$ cat config.mk
export PLATFORM = sky130hd
export DESIGN_NAME = stream_argmax_classifier
export DESIGN_NICKNAME = d
export VERILOG_FILES = /design/src/rtl/stream_argmax_classifier_pkg.sv /design/src/rtl/stream_argmax_classifier_sat_accumulator.sv /design/src/rtl/stream_argmax_classifier.sv
export SDC_FILE = /design/constraint.sdc
export NUM_CORES = 2
export LEC_CHECK = 0
export ABC_CLOCK_PERIOD_IN_PS = 5400
export CORE_MARGIN = 3
export CORE_UTILIZATION = 25
export DETAILED_ROUTE_END_ITERATION = 12
export PLACE_DENSITY = 0.43
export SLEW_MARGIN = 20
export SYNTH_ARGS = -nofsm -noshare
export SYNTH_HDL_FRONTEND = slang
export SYNTH_SLANG_ARGS = --single-unit
$ cat constraint.sdc
create_clock -name clk -period 5.4 [get_ports clk]
set_clock_uncertainty 0.2 [all_clocks]
set_input_delay 1.08 -clock clk [delete_from_list [all_inputs] [get_ports clk]]
set_output_delay 1.08 -clock clk [all_outputs]
set_load 0.01 [all_outputs]
$ cat src/rtl/stream_argmax_classifier_pkg.sv
// Shared constants, FSM state type and saturating-add helper for the argmax
// classifier at the tail of the CNN pipeline.
package stream_argmax_classifier_pkg;

  localparam int VALUE_BITS      = 18;
  localparam int N               = 8;
  localparam int OUTPUT_CHANNELS = 10;
  localparam int MAX_ACC_BITS    = 64;

  typedef enum logic [1:0] {ACCUM, SCAN, HOLD} argmax_state_t;

  typedef struct packed {
    logic                           sat;
    logic signed [MAX_ACC_BITS-1:0] sum;
  } sat_sum_t;

  // Adds two values already in range for a 'bits'-wide signed accumulator and
  // clamps the result to that width; 'bits' must be below MAX_ACC_BITS.
  function automatic sat_sum_t sat_add(input logic signed [MAX_ACC_BITS-1:0] a,
                                       input logic signed [MAX_ACC_BITS-1:0] b,
                                       input int                             bits);
    logic signed [MAX_ACC_BITS:0] s;
    logic signed [MAX_ACC_BITS:0] hi;
    logic signed [MAX_ACC_BITS:0] lo;
    sat_sum_t                     r;
    s     = {a[MAX_ACC_BITS-1], a} + {b[MAX_ACC_BITS-1], b};
    hi    = ((MAX_ACC_BITS+1)'(1) <<< (bits - 1)) - (MAX_ACC_BITS+1)'(1);
    lo    = -hi - (MAX_ACC_BITS+1)'(1);
    r.sat = 1'b0;
    r.sum = s[MAX_ACC_BITS-1:0];
    if (s > hi) begin
      r.sat = 1'b1;
      r.sum = hi[MAX_ACC_BITS-1:0];
    end else if (s < lo) begin
      r.sat = 1'b1;
      r.sum = lo[MAX_ACC_BITS-1:0];
    end
    return r;
  endfunction

endpackage

$ cat src/rtl/stream_argmax_classifier_sat_accumulator.sv
// One channel's saturating sum over an image, with a sticky clamp flag.
module sat_accumulator
  import stream_argmax_classifier_pkg::*;
#(
  parameter int VALUE_BITS = 18,
  parameter int ACC_BITS   = 32
) (
  input  logic                         clk,
  input  logic                         reset,
  input  logic                         clear,
  input  logic                         en,
  input  logic signed [VALUE_BITS-1:0] din,
  output logic signed [ACC_BITS-1:0]   acc,
  output logic                         sat
);

  sat_sum_t nxt;
  logic     unused_hi;

  // Both operands are sign-extended before the add.
  always_comb nxt = sat_add(MAX_ACC_BITS'(acc), MAX_ACC_BITS'(din), ACC_BITS);
  assign unused_hi = ^nxt.sum[MAX_ACC_BITS-1:ACC_BITS];

  // NOTE: sequential state uses non-blocking assignments so every register
  // samples pre-edge values regardless of process ordering.
  always_ff @(posedge clk or negedge reset) begin
    if (!reset) begin
      acc <= '0;
      sat <= 1'b0;
    end else if (clear) begin
      acc <= '0;
      sat <= 1'b0;
    end else if (en) begin
      acc <= nxt.sum[ACC_BITS-1:0];
      sat <= sat | nxt.sat;
    end
  end

endmodule

$ cat src/rtl/stream_argmax_classifier.sv
// Per-image channel sums followed by a serial argmax scan; result held until
// the consumer takes it.
module stream_argmax_classifier
  import stream_argmax_classifier_pkg::*;
#(
  parameter  int VALUE_BITS = stream_argmax_classifier_pkg::VALUE_BITS,
  parameter  int CHANNELS   = OUTPUT_CHANNELS,
  parameter  int ACC_BITS   = 32,
  localparam int IDX_BITS   = (CHANNELS > 1) ? $clog2(CHANNELS) : 1
) (
  input  logic                         clk,
  input  logic                         reset,
  input  logic signed [VALUE_BITS-1:0] in_data [CHANNELS],
  input  logic                         in_valid,
  input  logic                         in_last,
  output logic                         in_ready,
  output logic [IDX_BITS-1:0]          out_class,
  output logic signed [ACC_BITS-1:0]   out_score,
  output logic                         out_sat,
  output logic                         out_valid,
  input  logic                         out_ready
);

  argmax_state_t             state, state_nxt;
  logic signed [ACC_BITS-1:0] acc [CHANNELS];
  logic [CHANNELS-1:0]        sat_vec;
  logic [IDX_BITS-1:0]        ptr;
  logic [IDX_BITS-1:0]        bidx;
  logic signed [ACC_BITS-1:0] best;
  logic                       accept;
  logic                       clear;
  logic                       ptr_last;

  assign in_ready  = (state == ACCUM);
  assign out_valid = (state == HOLD);
  assign accept    = in_valid && in_ready;
  assign clear     = (state == HOLD) && out_ready;
  assign ptr_last  = (ptr == IDX_BITS'(CHANNELS - 1));

  for (genvar g = 0; g < CHANNELS; g++) begin : g_acc
    sat_accumulator #(
      .VALUE_BITS(VALUE_BITS),
      .ACC_BITS  (ACC_BITS)
    ) u_acc (
      .clk  (clk),
      .reset(reset),
      .clear(clear),
      .en   (accept),
      .din  (in_data[g]),
      .acc  (acc[g]),
      .sat  (sat_vec[g])
    );
  end

  // NOTE: every branch falls back to the default assigned first, so no latch
  // can be inferred on state_nxt.
  always_comb begin
    state_nxt = state;
    case (state)
      ACCUM:   if (accept && in_last) state_nxt = SCAN;
      SCAN:    if (ptr_last)          state_nxt = HOLD;
      HOLD:    if (out_ready)         state_nxt = ACCUM;
      default:                        state_nxt = ACCUM;
    endcase
  end

  always_ff @(posedge clk or negedge reset) begin
    if (!reset) state <= ACCUM;
    else        state <= state_nxt;
  end

  // The first scan cycle seeds best from channel 0, since the final beat only
  // lands in the accumulators on the edge that enters SCAN.
  always_ff @(posedge clk or negedge reset) begin
    if (!reset) begin
      ptr  <= '0;
      bidx <= '0;
      best <= '0;
    end else if (state != SCAN) begin
      ptr <= '0;
    end else begin
      if (ptr == '0) begin
        best <= acc[0];
        bidx <= '0;
      end else if (acc[ptr] > best) begin
        best <= acc[ptr];
        bidx <= ptr;
      end
      ptr <= ptr + 1'b1;
    end
  end

  assign out_class = bidx;
  assign out_score = best;
  assign out_sat   = |sat_vec;

endmodule

==> impl_metrics.tcl <==
set metrics [dict create \
    rows 137 \
    hp-class "input pin to asynchronous set/reset pin" \
    required_ps 5720 \
    fp.dieH_microns 383 \
    path_clk_slew_ps 60 \
    drt-total-wl_microns 145000 \
    synth_enable_flop_cells 0 \
    layout.nets 4775 \
    wl_per_cell_microns 23.5 \
    postCtsSetupRepairBufs 0 \
    finalSetupTns_ps 0 \
    hpwl_microns 112000 \
    grt_overflow 0 \
    track_usage_pct 19.1 \
    synth_compound_area_share_pct 30.2 \
    ant_nets 0 \
    place_area_sq_um 40300 \
    mappedNetlistArea_sq_um 35600 \
    netlist.top_cell.by_area "dfrtp_1" \
    fillers 14748 \
    crit_path_end_kind "register" \
    tightest_slew_ps 1120 \
    r2r-end "out_score[24]" \
    area_growth_pct 18.8 \
    hold_buffers 0 \
    drive_gt1_share_pct 10.0 \
    yosysWarnings 0 \
    cp-start-kind "register" \
    slew_headroom_pct 24.6 \
    drt_iter0_drc 2842 \
    synth_area_leaders "dfrtp_1 26%, ha_1 12%, a21oi_1 4.9%, a221o_1 4.6%, mux4_2 4.1%" \
    setup_viol 0 \
    powerDensity_nw_per_um2 783 \
    grt_first_pass_wirelength_microns 214000 \
    via_count 33058 \
    synth_ff_type "dfrtp_1" \
    cts_sinks 372 \
    multi_input_area_sq_um 24900 \
    h-tree-depth 2 \
    gp_congestion 0.867 \
    regArea_sq_um 9310 \
    drv_slew 0 \
    ir_drop_uv 441 \
    ios 224 \
    fmax_mhz 198 \
    clockRootBuffer "clkbuf_16" \
    drc 0 \
    maxCapViolCount 0 \
    crit_path_max_fanout 30 \
    syn_inst 4041 \
    r2r_start "ptr[1]" \
    grt_max_degree 162 \
    fin_area_sq_um 42300 \
    synth_cell_types 119 \
    min_period_ps 5040 \
    die_w_microns 383 \
    antenna_found_initial 13 \
    criticalPathCategory "register to register" \
    io_buffer_count 223 \
    p_leak_nw 18.3 \
    hold_violations 0 \
    insertion_delay_ps 670 \
    postSynthAreaPerCell_sq_um 8.80 \
    synth_seq_area_share_pct 26.2 \
    n_antenna_cell 0 \
    coreArea_sq_um 140000 \
    yosys-mux-area-fraction_pct 5.09 \
    finalCritPeriodShare_pct 93.4 \
    async_flop_share_pct 100 \
    r2r_cells 16 \
    cts_tree "yes" \
    finalPower_mw 33.1 \
    dieArea_sq_um 147000 \
    rsz0062_at_grt "false" \
    synth_top_family_by_area "compound AO/OA/AOI/OAI gates" \
    status "complete, no violations" \
    syn_nets 4591 \
    initial_core_util_pct 25.3 \
    rrSetupSlack_ps 360 \
    drtPass1Iterations 6 \
    yosysTopAreaCellShare_pct 26.2 \
    yosys.area_share.simple_pct 14.0 \
    clockBufferDepth 3 \
    cp_data_arrival_time_ps 5370 \
    cts_resized 0 \
    synth-seq-cells 372 \
    via_per_inst 5.38 \
    synthAdderAreaFrac_pct 13.5 \
    synthXorXnorAreaFrac_pct 6.93 \
    numCtsBuffers 55 \
    grt_pass1_vias 31743 \
]
==> through the flow <==
| stage | hold WS [ps] | instances | setup slack (ps) | util [%] |
|---|---|---|---|---|
| final | 225 | 6144 | 359 | 30.1 |
| after global routing | 266 | 6144 | 77.6 | 30.1 |
| after CTS | 216 | 6144 | 413 | 30.1 |
| after detailed placement | 270 | 6044 | 118 | 28.7 |
| after global placement | 268 | 6043 | 90.8 | 28.7 |
| after floorplan | 247 | 4041 | 849 | - |
==> cells by family after synthesis <==
logic type | Yosys count
AO/OA/AOI/OAI | 1501
AND/OR/NAND/NOR | 1069
adder cells (fa/ha/maj) | 381
flip-flops | 372
buffers and inverters | 345
XOR/XNOR | 276
multiplexers | 97
==> critical path, cell delays in order, from the launching register on <==
cell and delay (ps):
dfrtp_2 810, buf_12 270, buf_4 240, buf_4 180, mux4_2 410, nand2_1 170, o21ai_0 220, ha_1 360
a21oi_1 130, nor2b_1 60, o211ai_1 180, a31oi_1 120, a211oi_1 510, nand2_1 150, o21ba_2 350, buf_12 210
a211o_1 270
==> worst max path at each step <==
stage	startpoint	endpoint	slack, ps	cells past startpoint
final	ptr[1]	out_score[24]	360	16
after CTS	ptr[0]	out_score[8]	410	16
after floorplan	ptr[0]	out_score[22]	850	16
after global routing	ptr[0]	out_class[1]	80	17
after detailed placement	in_data[144]	g_acc[1].u_acc.acc[14]	120	14
after global placement	in_data[144]	g_acc[1].u_acc.acc[14]	90	14
==> sequential cells by signal, indices dropped and copies added, names as in the netlist <==
name	count
g_acc.u_acc.acc	320
out_score	32
g_acc.u_acc.sat	10
out_class	4
state	2
ptr	4
==> layout by cell type, fill, tap and decap left out, types with 20 or more instances in the layout <==
| cell | n |
|---|---|
| o21ai_0 | 265 |
| nand2_1 | 380 |
| xor2_1 | 110 |
| xnor2_1 | 160 |
| a21o_1 | 151 |
| o221ai_1 | 32 |
| o211ai_1 | 44 |
| mux4_2 | 64 |
| nand3_1 | 100 |
| clkbuf_16 | 55 |
| a221o_1 | 164 |
| nor2b_1 | 28 |
| o21ai_1 | 32 |
| a21oi_1 | 341 |
| o21a_1 | 49 |
| mux2_2 | 32 |
| inv_1 | 135 |
| nor2_1 | 276 |
| nor3_1 | 44 |
| dfrtp_1 | 370 |
| clkdlybuf4s50_1 | 222 |
| nor4_1 | 45 |
| o21bai_1 | 36 |
| buf_4 | 96 |
| a31oi_1 | 22 |
| a211o_1 | 47 |
| nand4_1 | 44 |
| a211oi_1 | 36 |
| ha_1 | 355 |
| nand2b_1 | 30 |
| and3_1 | 29 |
| and2_1 | 20 |
| a22oi_1 | 61 |
==> final cells by class <==
cell class / count / share of cell area (%)
repair buffers: 336 / 7.79
clock buffers: 73 / 3.63
inverters: 136 / 1.21
flip-flops and latches: 372 / 22.0
clock inverters: 27 / 0.951
well taps: 1876 / 5.56
multi-input cells: 3324 / 58.8
==> power breakdown <==
part / switching [mW] / internal [mW]
Clock: 1.55 / 2.42
Combinational: 12.7 / 9.69
Sequential: 2.47 / 4.26
Total: 16.7 / 16.4
==> cells in the mapped netlist (all sizes together) (47+ instances only) <==
cell type / number
ha: 355
o21a: 49
o211ai: 47
a211o: 47
buf: 67
a22oi: 62
xor2: 111
clkbuf: 142
mux4: 64
nand3: 100
nand2: 382
nor3: 52
o21ai: 311
nor2: 278
a221o: 165
inv: 135
dfrtp: 372
xnor2: 165
a21o: 153
a21oi: 358
==> metal layers <==
metal  global-route usage [%]  vias up  routed length [microns]
met1                     27.7    16237                    69800
met3                     2.29      150                     6690
li1                         -    15830                        -
met2                     29.5      835                    63800
met5                        0        -                       41
met4                     5.38        6                     4250
No activity file was read; power rests on OpenSTA's default activity.
